File: config.mk
export PLATFORM = sky130hd
export DESIGN_NAME = kmac_encode_stream
export DESIGN_NICKNAME = d
export VERILOG_FILES = /design/src/rtl/kmac_pkg.sv /design/src/rtl/kmac_byte_len.sv /design/src/rtl/kmac_encode_stream.sv
export SDC_FILE = /design/constraint.sdc
export NUM_CORES = 1
export LEC_CHECK = 0
export CAP_MARGIN = 20
export CORE_AREA = 2 2 125 127
export CTS_CLUSTER_SIZE = 28
export DETAILED_ROUTE_END_ITERATION = 16
export DIE_AREA = 0 0 127 129
export GPL_ROUTABILITY_DRIVEN = 0
export GPL_TIMING_DRIVEN = 1
export PLACE_DENSITY = 0.58
export SLEW_MARGIN = 0
export SYNTH_ARGS = -nofsm -noshare
export SYNTH_HDL_FRONTEND = slang
export SYNTH_SLANG_ARGS = --single-unit
File: constraint.sdc
create_clock -name clk -period 3.5 [get_ports clk]
set_input_delay 0.7 -clock clk [delete_from_list [all_inputs] [get_ports clk]]
set_output_delay 0.7 -clock clk [all_outputs]
set_load 0.05 [all_outputs]
File: src/rtl/kmac_pkg.sv
// Shared KMAC types: encoder mode/state enums and the SP 800-185 length bound.
// Pure declarations, no logic.
package kmac_pkg;

    typedef enum logic {ENC_RIGHT = 1'b0, ENC_LEFT = 1'b1} enc_mode_t;
    typedef enum logic {ENC_IDLE = 1'b0, ENC_EMIT = 1'b1} enc_state_t;

    localparam int KMAC_MAX_ENC_BYTES = 255;

endpackage

File: src/rtl/kmac_byte_len.sv
// Minimal big-endian byte count of a value (index of highest nonzero byte + 1, at least 1).
// Purely combinational, zero latency, no flow control.
module kmac_byte_len #(
    parameter int VAL_W = 64
) (
    input  logic [VAL_W-1:0] value,
    output logic [7:0]       len
);

    localparam int NB = VAL_W / 8;

    // Later (higher) byte lanes override earlier ones, so the top nonzero lane wins.
    always_comb begin
        len = 8'd1;
        for (int i = 0; i < NB; i++) begin
            if (value[8*i +: 8] != 8'h00) begin
                len = 8'(i + 1);
            end
        end
    end

endmodule

File: src/rtl/kmac_encode_stream.sv
// left_encode/right_encode byte streamer: one integer in, n+1 bytes out; first byte the cycle after accept.
// Output holds data/last stable under out_ready backpressure; no new request until the last byte handshakes.
module kmac_encode_stream
    import kmac_pkg::*;
#(
    parameter int VAL_W = 64
) (
    input  logic             clk,
    input  logic             rst_n,
    input  logic             in_valid,
    output logic             in_ready,
    input  logic [VAL_W-1:0] in_value,
    input  enc_mode_t        in_mode,
    output logic [7:0]       out_data,
    output logic             out_valid,
    input  logic             out_ready,
    output logic             out_last,
    output logic [7:0]       enc_len,
    output logic             busy
);

    localparam int NB    = VAL_W / 8;
    localparam int CNT_W = $clog2(NB + 1);

    if ((VAL_W % 8) != 0 || VAL_W < 8 || NB > KMAC_MAX_ENC_BYTES) begin : g_bad_width
        $error("kmac_encode_stream: VAL_W must be a multiple of 8 in 8..2040");
    end

    enc_state_t       state;
    enc_state_t       state_nxt;
    logic [VAL_W-1:0] value_q;
    enc_mode_t        mode_q;
    logic [7:0]       len_q;
    logic [7:0]       len_calc;
    logic [CNT_W-1:0] byte_idx;
    logic [7:0]       idx8;
    logic [7:0]       val_sel;
    logic [7:0]       value_byte;
    logic             len_slot;
    logic             last_hit;
    logic             accept;
    logic             hs;

    kmac_byte_len #(.VAL_W(VAL_W)) u_byte_len (
        .value (in_value),
        .len   (len_calc)
    );

    assign idx8     = 8'(byte_idx);
    assign last_hit = (idx8 == len_q);
    assign accept   = in_valid && in_ready;
    assign hs       = out_valid && out_ready;

    always_ff @(posedge clk or negedge rst_n) begin
        if (!rst_n) begin
            state <= ENC_IDLE;
        end else begin
            state <= state_nxt;
        end
    end

    always_comb begin
        state_nxt = state;
        case (state)
            ENC_IDLE: if (accept)          state_nxt = ENC_EMIT;
            ENC_EMIT: if (hs && last_hit)  state_nxt = ENC_IDLE;
            default:                       state_nxt = ENC_IDLE;
        endcase
    end

    always_comb begin
        in_ready  = (state == ENC_IDLE);
        out_valid = (state == ENC_EMIT);
        busy      = (state == ENC_EMIT);
        out_last  = (state == ENC_EMIT) && last_hit;
        out_data  = 8'h00;
        if (state == ENC_EMIT) begin
            out_data = len_slot ? len_q : value_byte;
        end
    end

    // RIGHT puts n after the value bytes, LEFT before; val_sel is the value byte lane (MSB first).
    always_comb begin
        len_slot   = (mode_q == ENC_RIGHT) ? last_hit : (idx8 == 8'd0);
        val_sel    = (mode_q == ENC_RIGHT) ? (len_q - 8'd1 - idx8) : (len_q - idx8);
        value_byte = 8'h00;
        for (int i = 0; i < NB; i++) begin
            if (val_sel == 8'(i)) begin
                value_byte = value_q[8*i +: 8];
            end
        end
    end

    always_ff @(posedge clk or negedge rst_n) begin
        if (!rst_n) begin
            value_q  <= '0;
            mode_q   <= ENC_RIGHT;
            len_q    <= 8'h00;
            byte_idx <= '0;
        end else if (accept) begin
            value_q  <= in_value;
            mode_q   <= in_mode;
            len_q    <= len_calc;
            byte_idx <= '0;
        end else if (state == ENC_EMIT && hs && !last_hit) begin
            byte_idx <= byte_idx + CNT_W'(1);
        end
    end

    assign enc_len = len_q;

endmodule

==> results.toml <==
[sta]
fin_crit_sh_pct = 113.0
period_minus_slack_ns = 3.955
fmax_mhz = 252.9
worst_pin_slew_ns = 0.9461
hold_violations = 0
finalSetupTns_ns = -3.477
worst_slack_ns = -0.4548
rsz0062_at_grt = "true"
slew_headroom_pct = 36.93
skew_ns = 0.002742
worst_hold_slack_ns = 0.5073
drv_slew = 0
setup_viol = 8

[logic_synthesis]
ys_async_sr_fraction_pct = 100.0
synth-edff-count = 0
netlist_instances = 414
postSynthAreaPerCell_um2 = 10.73
synth_largest_area_cell = "dfrtp_1"
yosys-top-cells-count = "dfrtp_1 (74), mux2_2 (67), nand2_1 (22), nor2_1 (22), inv_1 (17)"
seq_area_frac_synth_pct = 41.67
yosys_warnings = 0
synth_top_cell_area_share_pct = 41.67
ys.flop_type = "dfrtp_1"
ys_ff_latch = 74
synth_cell_type_count = 66
synthTopCellsByArea = "dfrtp_1 (42%), mux2_2 (17%), ha_1 (2.3%)"
netlist_area_um2 = 4444
yosysMostFrequentCell = "dfrtp_1"

[detailed_routing]
met2_length_mm = 6.217
drcViolationCount = 0
ant_nets = 0
wl_per_cell_um = 18.06
dr_total_vias = 3843
wl_met3_um = 547
via_per_inst = 5.243
routed.top_layer = "met4"
first_pass_iters = 4
drtIter0Drc = 156
m1WireLength_mm = 6.011
routed_wl_mm = 13.24

[floorplan]
die-width_um = 127
die_y_um = 129
core.rowCount = 45
initial_core_util_pct = 29.67
design.die.area_um2 = 16380
coreArea_um2 = 14980
pin_count = 89

[worst_setup_path]
cp_slowest_cell = "fa_1"
cp.required_ns = 2.80
reg2reg_from = "enc_len[0]"
slowest_delay_ns = 0.48
setup.worst_path.class = "reg2out"
crit_arrival_ns = 3.25
cp_max_fo = 7
r2r_cells = 8
reg2reg_slack_ns = 1.54
cp_cell_sequence = "inv_2 -> ha_4 -> a21oi_2 -> nor2_1 -> nor2_1 -> fa_1 -> or3b_4 -> a21oi_4 -> and2_4 -> buf_12 -> a32oi_4 -> a31oi_4 -> buf_12"
critPathCaptureType = "output pin"
rr_endpoint = "byte_idx[3]"
cp-start-kind = "flip-flop"

[clock_network]
ctsRootBufferMaster = "clkbuf_16"
cts_hold_repair.buffers = 0
clockBufferDepth = 2
cts_tree = "built"
h-tree-depth = 3
cts_inserted_buffers = 9
cts.sinks = 74
clock_latency_ns = 0.34
clkTransAtPathRegs_ns = 0.06

[placed_design]
dpl.hpwl_mm = 10.22
pre_cts_ws_ns = -0.1619
portBuffers = 84

[global_routing]
grt_pass1_wl_mm = 20.91
grt_pass1_vias = 3924
grt-ovfl-total = 0
grtUsageTotal_pct = 16.60
antenna_found_initial = 0
grt_max_degree = 80

[outcome]
failed_checks = "setup timing"
status = "finished, violations left"

[finish]
nNetsFinal = 622
fill_cells = 1416
final_util_pct = 43.27
area_growth_pct = 45.83
diodes = 0
drive_above_1_share_pct = 36.51

[worst_hold_path]
min_path_cells = 1
worst_hold_path_type = "reg2reg"
hold_end = "value_q[53]"
min_from = "value_q[53]"

[flow_run]
max_cap_viol_count = 0
state kept, by name, indices dropped and copies added, names as in the netlist:
register,cells
byte_idx,4
mode_q,1
busy,1
value_q,64
enc_len,4
per-stage QoR:
stage / cell area (µm²) / cells
floorplan: 4577 / 417
global placement: 6023 / 716
detailed placement: 6023 / 716
CTS: 6425 / 733
global route: 6481 / 733
finish: 6481 / 733
worst max-delay path: cells and delay by family (launching register included):
| family | cells | cell delay [ns] |
|---|---|---|
| buffers and inverters | 3 | 0.37 |
| and+or+nand+nor | 4 | 0.81 |
| DFF | 1 | 0.37 |
| adders and majority gates | 2 | 0.75 |
| AOI/OAI and AO/OA | 4 | 0.60 |
per-layer routing:
metal  up-vias  track usage, %
met5         -               0
met4         0           7.886
met3        29           3.701
met2        96           26.66
met1      1910           21.35
li1       1808               -
final cells by class:
class	instances	area (µm²)	area share (%)
inverter	18	67.56	1.042
timing repair buffer	140	1398	21.56
clock inverter	5	31.28	0.4826
sequential	74	1856	28.63
multi-input combinational	298	2655	40.97
clock buffer	10	239.0	3.687
tap	188	235.2	3.629
cells in the final DEF, fill, tap and decap left out, types with 4 or more instances in the layout:
master,netlist,routed
clkdlybuf4s50_1,0,74
dfrtp_1,74,71
mux2_2,67,67
buf_4,8,47
nor2_1,22,22
nand2_1,22,21
inv_1,17,12
o21ai_0,11,11
buf_12,0,11
o22ai_1,11,10
a221oi_1,11,10
nor4_1,9,9
clkbuf_16,0,9
mux2i_1,7,7
a21oi_1,11,7
buf_6,2,7
inv_2,1,6
nand3_1,9,6
or4_1,6,6
a21o_1,5,5
a211oi_1,6,5
xnor2_1,4,4
nand2b_1,4,4
nor2b_1,5,4
a31oi_4,0,4
a22o_1,4,4
a31oi_1,8,4
a221o_1,4,4
a211o_1,4,4
fa_1,4,4
ha_1,8,4
conb_1,1,4
worst max path at each step:
stage / startpoint / to / slack (ns)
finish: byte_idx[1] / out_data[7] / -0.45
global route: byte_idx[0] / out_data[3] / -0.58
CTS: byte_idx[1] / out_data[3] / -0.47
detailed placement: byte_idx[0] / out_data[3] / -0.16
global placement: byte_idx[0] / out_data[3] / -0.11
floorplan: enc_len[2] / out_data[3] / -0.16
cell families (layout without fill, tap and decap cells):
group	Yosys count	in the layout	share of synthesized area, %
AOI/OAI and AO/OA	102	102	17.46
and+or+nand+nor	101	101	12.25
DFF	74	74	41.67
adders and majority gates	12	12	4.054
muxes	74	74	18.55
xor gates and xnor gates	5	5	0.9853
buffers and inverters	45	173	4.955
other	1	4	0.08438
repair_timing:
item                                    in CTS  in global routing
gates resized for setup                     20                 14
pin swaps                                   10                 10
buffers inserted                             2                  0
endpoints found under the setup margin       8                  8
Power is not shown: default switching activity piles up to over one toggle a cycle in this logic, so the estimate is an artifact.
